==> src/rtl/mem_access_initiator.sv <==
// mem_access_initiator: CPU-side initiator for the MainMem request/wait protocol.
// Arbitrates data (higher priority) against instruction fetch, issues one
// single-cycle req_mem_access pulse per access, holds address/data/type stable
// until the access completes, and returns read data with a one-cycle ack.
//
// Optional feature: define MEM_ACCESS_TIMEOUT_EN to compile in a WAIT-state
// watchdog that aborts an access after TIMEOUT_CYCLES busy cycles.
module mem_access_initiator #(
  parameter int unsigned TIMEOUT_CYCLES = 64
) (
  input  logic        clk,
  input  logic        rst_n,

  // Instruction-fetch requester (read only)
  input  logic        in_ifetch_req,
  input  logic [31:0] in_ifetch_addr,
  output logic        out_ifetch_ack,
  output logic [31:0] out_ifetch_data,

  // Data load/store requester
  input  logic        in_data_req,
  input  logic        in_data_we,
  input  logic [31:0] in_data_addr,
  input  logic [31:0] in_data_wdata,
  output logic        out_data_ack,
  output logic [31:0] out_data_rdata,

  output logic        out_busy,

  // Memory side
  output logic        out_mem_req_mem_access,
  output logic        out_mem_access_type,
  output logic [31:0] out_mem_addr,
  output logic [31:0] out_mem_data,
  input  logic        in_mem_wait_for_mem,
  input  logic [31:0] in_mem_data,

  output logic        out_timeout_err
);

  typedef enum logic [1:0] {
    StIdle,
    StReq,
    StWait,
    StDone
  } state_e;

  state_e state_q;

  // 1 when the data path owns the current access, 0 for instruction fetch
  logic sel_data_q;

  // Memory must be idle before a new access may start
  logic accept;
  assign accept = !in_mem_wait_for_mem && (in_data_req || in_ifetch_req);

`ifdef MEM_ACCESS_TIMEOUT_EN
  logic [7:0] wd_cnt_q;
  logic       wd_expire;

  // Fires on the WAIT edge that would be the TIMEOUT_CYCLES-th busy sample
  assign wd_expire = in_mem_wait_for_mem && (wd_cnt_q == 8'(TIMEOUT_CYCLES - 1));
`else
  assign out_timeout_err = 1'b0;
`endif

  // Access FSM with all outputs registered; pulses default low every cycle
  always_ff @(posedge clk or negedge rst_n) begin
    if (!rst_n) begin
      state_q                <= StIdle;
      sel_data_q             <= 1'b0;
      out_ifetch_ack         <= 1'b0;
      out_ifetch_data        <= '0;
      out_data_ack           <= 1'b0;
      out_data_rdata         <= '0;
      out_busy               <= 1'b0;
      out_mem_req_mem_access <= 1'b0;
      out_mem_access_type    <= 1'b0;
      out_mem_addr           <= '0;
      out_mem_data           <= '0;
`ifdef MEM_ACCESS_TIMEOUT_EN
      wd_cnt_q               <= '0;
      out_timeout_err        <= 1'b0;
`endif
    end else begin
      out_mem_req_mem_access <= 1'b0;
      out_ifetch_ack         <= 1'b0;
      out_data_ack           <= 1'b0;
`ifdef MEM_ACCESS_TIMEOUT_EN
      out_timeout_err        <= 1'b0;
`endif
      unique case (state_q)
        StIdle: begin
          if (accept) begin
            // Data wins; a losing fetch stays pending on its held request
            sel_data_q             <= in_data_req;
            out_mem_access_type    <= in_data_req & in_data_we;
            out_mem_addr           <= in_data_req ? in_data_addr : in_ifetch_addr;
            out_mem_data           <= in_data_req ? in_data_wdata : 32'h0;
            out_mem_req_mem_access <= 1'b1;
            out_busy               <= 1'b1;
            state_q                <= StReq;
          end
        end

        StReq: begin
`ifdef MEM_ACCESS_TIMEOUT_EN
          wd_cnt_q <= '0;
`endif
          state_q <= StWait;
        end

        StWait: begin
          if (!in_mem_wait_for_mem) begin
            // Writes leave the requester's data output untouched
            if (!out_mem_access_type) begin
              if (sel_data_q) begin
                out_data_rdata <= in_mem_data;
              end else begin
                out_ifetch_data <= in_mem_data;
              end
            end
            out_data_ack   <= sel_data_q;
            out_ifetch_ack <= !sel_data_q;
            state_q        <= StDone;
          end
`ifdef MEM_ACCESS_TIMEOUT_EN
          else if (wd_expire) begin
            if (sel_data_q) begin
              out_data_rdata <= '0;
            end else begin
              out_ifetch_data <= '0;
            end
            out_data_ack    <= sel_data_q;
            out_ifetch_ack  <= !sel_data_q;
            out_timeout_err <= 1'b1;
            state_q         <= StDone;
          end else begin
            wd_cnt_q <= wd_cnt_q + 8'd1;
          end
`endif
        end

        StDone: begin
          out_busy <= 1'b0;
          state_q  <= StIdle;
        end

        default: begin
          out_busy <= 1'b0;
          state_q  <= StIdle;
        end
      endcase
    end
  end

endmodule

==> config.mk <==
export PLATFORM = sky130hd
export DESIGN_NAME = mem_access_initiator
export DESIGN_NICKNAME = d
export VERILOG_FILES = /design/src/rtl/mem_access_initiator.sv
export SDC_FILE = /design/constraint.sdc
export NUM_CORES = 1
export LEC_CHECK = 0
export CAP_MARGIN = 10
export CORE_AREA = 5 5 130 132
export CTS_BUF_LIST = sky130_fd_sc_hd__clkbuf_16
export CTS_CLUSTER_DIAMETER = 200
export DETAILED_ROUTE_END_ITERATION = 10
export DIE_AREA = 0 0 135 137
export GPL_TIMING_DRIVEN = 0
export PLACE_DENSITY = 0.77
export SLEW_MARGIN = 20
export SYNTH_ARGS = -nofsm -noshare
export SYNTH_HDL_FRONTEND = slang
export SYNTH_SLANG_ARGS = --single-unit
==> constraint.sdc <==
create_clock -name clk -period 1.8 [get_ports clk]
set_clock_uncertainty 0.15 [all_clocks]
set_input_delay 0.36 -clock clk [delete_from_list [all_inputs] [get_ports clk]]
set_output_delay 0.36 -clock clk [all_outputs]
set_load 0.005 [all_outputs]
# Yosys cells after proc, flatten, opt, wreduce, memory -nomap -nowiden
# Cells that the tools add are included.
[word_totals] ff_bits=136 in_bits=134 out_inout_bits=134 wordCells=44
[classes] eq_ne=5 mux=13 bitwise=4 reduce_logical=11
[ops] cell="two-way mux 32 bit" n=2
[ops] cell="case mux 2 bit (4 select lines)" n=1
[ops] cell="AND reduction 4 bit" n=2
[ops] cell="two-way mux 1 bit" n=7
[ops] cell="AND reduction 2 bit" n=3
[ops] cell="equality test 2 bit (second input constant)" n=2
[ops] cell="two-way mux 2 bit" n=2
[ops] cell="!= test 2 bit (second input constant)" n=2
[ops] cell="NOT 1 bit" n=3
[ops] cell="equality test 2 x 1 -> 1 bit (second input constant)" n=1
[ops] cell="zero test 1 bit" n=2
[ops] cell="zero test 2 bit" n=1
[ops] cell="case mux 1 bit (2 select lines)" n=1
[ops] cell="nonzero test 2 bit" n=1
[ops] cell="AND 1 bit" n=1
[ops] cell="logical AND 1 bit" n=1
[ops] cell="logical OR 1 bit" n=1

# Longest topological paths before layout
[depth] word_depth=4 depth_mapped=7 depth_no_buf=5

# Worst setup path after synthesis
# No wires, ideal clock.
[synth_timing] path_type="reg-to-reg" from="reg state_q[0]" to="reg out_ifetch_data[0]" setup_ns=0.125 arrival_ns=1.549 t_required_ns=1.525 slack_ns=-0.024 stages_incl_launch_ff=8 n_path_buf=2 synth_period_minus_slack_ns=1.824 cell_sequence="dfrtp_1 inv_1 ha_1 nor3b_2 nor2b_1 buf_4 buf_6 mux2_2"
[synth_between] elab_chain_cells=2
[synth_rtl] item="from (decl)" line="48" source="state_e state_q;"
[synth_rtl] item="from (signal assigned)" line="70" source="state_q <= StIdle;"
[synth_rtl] item="from (signal assigned)" line="102" source="state_q <= StReq;"
[synth_rtl] item="from (signal assigned)" line="110" source="state_q <= StWait;"
[synth_rtl] item="equality test 2 bit" line="92" source="unique case (state_q)"
[synth_rtl] item="AND reduction 4 bit (no line)"
[synth_rtl] item="to (signal assigned)" line="120" source="out_ifetch_data <= in_mem_data;"
[synth_rtl] item="to (decl)" line="18" source="output logic [31:0] out_ifetch_data,"
# No other way between the ends.
# A chain may end at the register's enable or synchronous reset.

# Worst setup path in the final report
[layout_timing] from="reg state_q[0]" to="reg out_ifetch_data[2]"
# The elaborated chain is that of the path after synthesis.

==> metrics.log <==
INFO  metric outcome = finished, violations left
INFO  metric violations = setup timing
INFO  metric final_max_slew_viol_count = 0
INFO  metric setup-tns-final = -2.34 ns
INFO  metric met3RoutedLength = about 1600 um
INFO  metric ys_seq_area_share = between 50% and 60%
INFO  metric grt_antenna_before_repair = 0
INFO  metric fp.coreArea = between 0.015 and 0.02 mm^2
INFO  metric die_w = about 140 um
INFO  metric syn-cell-area = between 0.005 and 0.006 mm^2
INFO  metric cts.clk_slew.worst_paths = approximately 0.060 ns
INFO  metric post-dp-hpwl = between 10000 and 15000 um
INFO  metric synth.avg_cell_area = 12.7 um^2
INFO  metric finalCritPeriodShare = 105%
INFO  metric ir_worst_vdd = between 0.0007 and 0.0008 V
INFO  metric grt_setup_unrepaired = true
INFO  metric synth.distinct_cells = 29
INFO  metric number_of_buffers_created_by_cts = 17
INFO  metric critical_path_required = 1.95 ns
INFO  metric htree_num_levels = 4
INFO  metric number_of_global_route_vias_before_repair = 5225
INFO  metric max-cap-violations = 0
INFO  metric hold-worst-slack = 0.334 ns
INFO  metric die_height = about 140 um
INFO  metric pin_count_of_the_biggest_net_entering_global_routing = 73
INFO  metric fin_util = between 60% and 70%
INFO  metric ant_nets = 0
INFO  metric hold_viol = 0
INFO  metric area_delta_synth_final = 69.2%
INFO  metric rr_worst_depth = 7
INFO  metric insertion_delay = about 0.4 ns
INFO  metric vias_per_cell = approximately 4.8
INFO  metric syn-num-nets = 595
INFO  metric top_layer = met4
INFO  metric period_minus_slack = approximately 1.9 ns
INFO  metric start_kind = register
INFO  metric n_fill_cell = approximately 1200
INFO  metric placedInstanceArea = 0.00876 mm^2
INFO  metric finalInstanceArea = slightly below 0.01 mm^2
INFO  metric power.density_cell_area = 1500 mW/mm^2
INFO  metric antenna-diode-count = 0
INFO  metric achievable-frequency = around 0.53 GHz
INFO  metric final_cell_mix = 135 x sky130_fd_sc_hd__clkdlybuf4s50_1, 135 x sky130_fd_sc_hd__dfrtp_1, 111 x sky130_fd_sc_hd__o21ai_0
INFO  metric routed_wire_length_per_instance = ~19 um
INFO  metric number_of_detailed_routing_iterations_run_before_antenna_repair = 4
INFO  metric ys_warn_count = 0
INFO  metric yosys_register_bits = ~140
INFO  metric die_area = between 0.015 and 0.02 mm^2
INFO  metric clock-root-buffer = sky130_fd_sc_hd__clkbuf_16
INFO  metric gpl.final_weighted_congestion = between 0.8 and 0.9
INFO  metric wl = 18600 um
INFO  metric grt_usage = 19.5%
INFO  metric syn_inst = between 400 and 500
INFO  metric drt_first_iter_violations = approximately 180
INFO  metric critPathArrivalTime = a little over 2 ns
INFO  metric clock-sinks = 136
INFO  metric final_net_count = 913
INFO  metric setup_violations = 46
INFO  metric grt_remaining_overflow = 0
INFO  metric min_path_type = in -> async
INFO  metric final_layout_size_suffix_gt1_share = roughly a fifth
INFO  metric critical_path_class = reg -> reg
INFO  metric floorplan.rows = 46
INFO  metric clock_tree_from_tritoncts = done
INFO  metric port_buffer_count = 265
INFO  metric cp_max_fo = 8
INFO  metric worstSetupEndpointType = register
INFO  metric vias = around 4900
INFO  metric post-route-worst-setup-slack = -0.0812 ns
INFO  metric detailroute.wirelength.met2 = approximately 9500 um
INFO  metric floorplan.initialDensity = a little under two fifths
INFO  metric wire_length_of_the_first_global_routing_pass = between 20000 and 30000 um
INFO  metric remaining_drc_errors = 0
INFO  metric cellLeakagePower = 4.90 nW
INFO  metric io-pin-count = around 270
INFO  metric clock_tree.buffer_depth = 2
INFO  metric wl_met1 = around 7000 um
-- critical path, stage by stage, from the launching register on --
cell	delay [ns]
sky130_fd_sc_hd__dfrtp_1	0.38
sky130_fd_sc_hd__inv_2	0.08
sky130_fd_sc_hd__ha_4	0.14
sky130_fd_sc_hd__nor3b_4	0.19
sky130_fd_sc_hd__nor2b_4	0.19
sky130_fd_sc_hd__buf_12	0.16
sky130_fd_sc_hd__clkbuf_16	0.16
sky130_fd_sc_hd__mux2_2	0.32
-- layer usage --
| layer | track usage, % | vias to the layer above |
|---|---|---|
| met3 | 6.91 | 25 |
| met4 | 6.72 | 0 |
| met2 | 34.5 | 215 |
| met1 | 21.9 | 2366 |
| li1 | - | 2247 |
| met5 | 0 | - |
-- path summary, 6_finish.rpt --
kind                       slack (ns)                              end                             from
max                             -0.08   out_ifetch_data[2]$_DFFE_PN0P_           state_q[0]$_DFFE_PN0P_
min                              0.33   out_ifetch_data[8]$_DFFE_PN0P_                            rst_n
max reg2reg                     -0.08   out_ifetch_data[2]$_DFFE_PN0P_           state_q[0]$_DFFE_PN0P_
min reg2reg                      0.35  out_ifetch_data[29]$_DFFE_PN0P_  out_ifetch_data[29]$_DFFE_PN0P_
max in group asynchronous        0.42  out_mem_access_type$_DFFE_PN0P_                            rst_n
min in group clk                 0.35     out_mem_data[28]$_DFFE_PN0P_                in_data_wdata[28]
-- stage by stage --
| step | std cells | worst slack, ns | total power, mW |
|---|---|---|---|
| global placement | 938 | -4.94 | 11.2 |
| CTS | 996 | -0.0977 | 14.6 |
| finish | 1004 | -0.0812 | 14.7 |
| floorplan | 457 | 0.00854 | 7.48 |
| detailed placement | 939 | -0.491 | 11.4 |
| global route | 1004 | -0.149 | 15.6 |
-- Yosys cell counts --
| master | instances | area (um^2) |
|---|---|---|
| sky130_fd_sc_hd__inv_2 | 1 | 3.75 |
| sky130_fd_sc_hd__o21bai_4 | 1 | 18.8 |
| sky130_fd_sc_hd__and3b_1 | 1 | 8.76 |
| sky130_fd_sc_hd__nor2b_1 | 1 | 6.26 |
| sky130_fd_sc_hd__o21ai_1 | 4 | 20.0 |
| sky130_fd_sc_hd__buf_4 | 3 | 22.5 |
| sky130_fd_sc_hd__mux2_2 | 34 | 383 |
| sky130_fd_sc_hd__nor3b_2 | 1 | 12.5 |
| sky130_fd_sc_hd__nand2b_1 | 1 | 6.26 |
| sky130_fd_sc_hd__clkbuf_1 | 19 | 71.3 |
| sky130_fd_sc_hd__a31oi_1 | 1 | 6.26 |
| sky130_fd_sc_hd__buf_12 | 3 | 60.1 |
| sky130_fd_sc_hd__mux2_1 | 2 | 22.5 |
| sky130_fd_sc_hd__conb_1 | 1 | 3.75 |
| sky130_fd_sc_hd__o21ai_0 | 126 | 631 |
| sky130_fd_sc_hd__o311ai_0 | 1 | 8.76 |
| sky130_fd_sc_hd__inv_1 | 3 | 11.3 |
| sky130_fd_sc_hd__buf_2 | 5 | 25.0 |
| sky130_fd_sc_hd__nor2b_4 | 1 | 13.8 |
| sky130_fd_sc_hd__or2_1 | 1 | 6.26 |
| sky130_fd_sc_hd__mux2_4 | 30 | 450 |
| sky130_fd_sc_hd__a21o_2 | 1 | 8.76 |
| sky130_fd_sc_hd__dfrtp_1 | 136 | 3400 |
| sky130_fd_sc_hd__buf_6 | 8 | 90.1 |
| sky130_fd_sc_hd__a211oi_1 | 1 | 7.51 |
| sky130_fd_sc_hd__nand3_1 | 1 | 5.00 |
| sky130_fd_sc_hd__mux2i_1 | 32 | 320 |
| sky130_fd_sc_hd__ha_1 | 4 | 50.1 |
| sky130_fd_sc_hd__nand2_1 | 34 | 128 |
-- power by group --
group | total [mW] | internal, mW | switching [mW]
clock | 3.25 | 1.90 | 1.35
sequential | 5.24 | 4.47 | 0.763
combinational | 6.25 | 3.86 | 2.40
-- registers in the layout (all words and copies together), names as in the netlist --
signal                  count
out_data_rdata             32
out_ifetch_data            32
out_mem_addr               32
out_mem_data               32
state_q                     2
out_busy                    1
out_data_ack                1
out_ifetch_ack              1
out_mem_access_type         1
out_mem_req_mem_access      1
sel_data_q                  1
-- what timing repair did --
action                                  in CTS  in global routing
resized for setup                          141                 66
cloned                                       3                  2
setup buffers                               21                  8
hold buffers                                 1                  0
endpoints found under the hold margin       64                  0
endpoints found under the setup margin     211                146
-- cell families after synthesis --
group                      synth area share, %
other                                   0.0646
adders and majority gates                0.862
and+or+nand+nor                           3.21
buffers and inverters                     4.89
DFF                                       58.6
AOI/OAI and AO/OA                         12.1
muxes                                     20.3
-- final cells by class --
cell class | count | area (um^2) | area share [%]
plain buffers | 38 | 320 | 3.26
repair buffers | 299 | 2990 | 30.5
well taps | 216 | 270 | 2.75
flip-flops and latches | 136 | 3400 | 34.7
multi-input cells | 279 | 2260 | 23.0
inverters | 4 | 15.0 | 0.153
clock inverters | 15 | 128 | 1.30
clock buffers | 17 | 425 | 4.33
No activity file was read; power rests on OpenSTA's default activity.
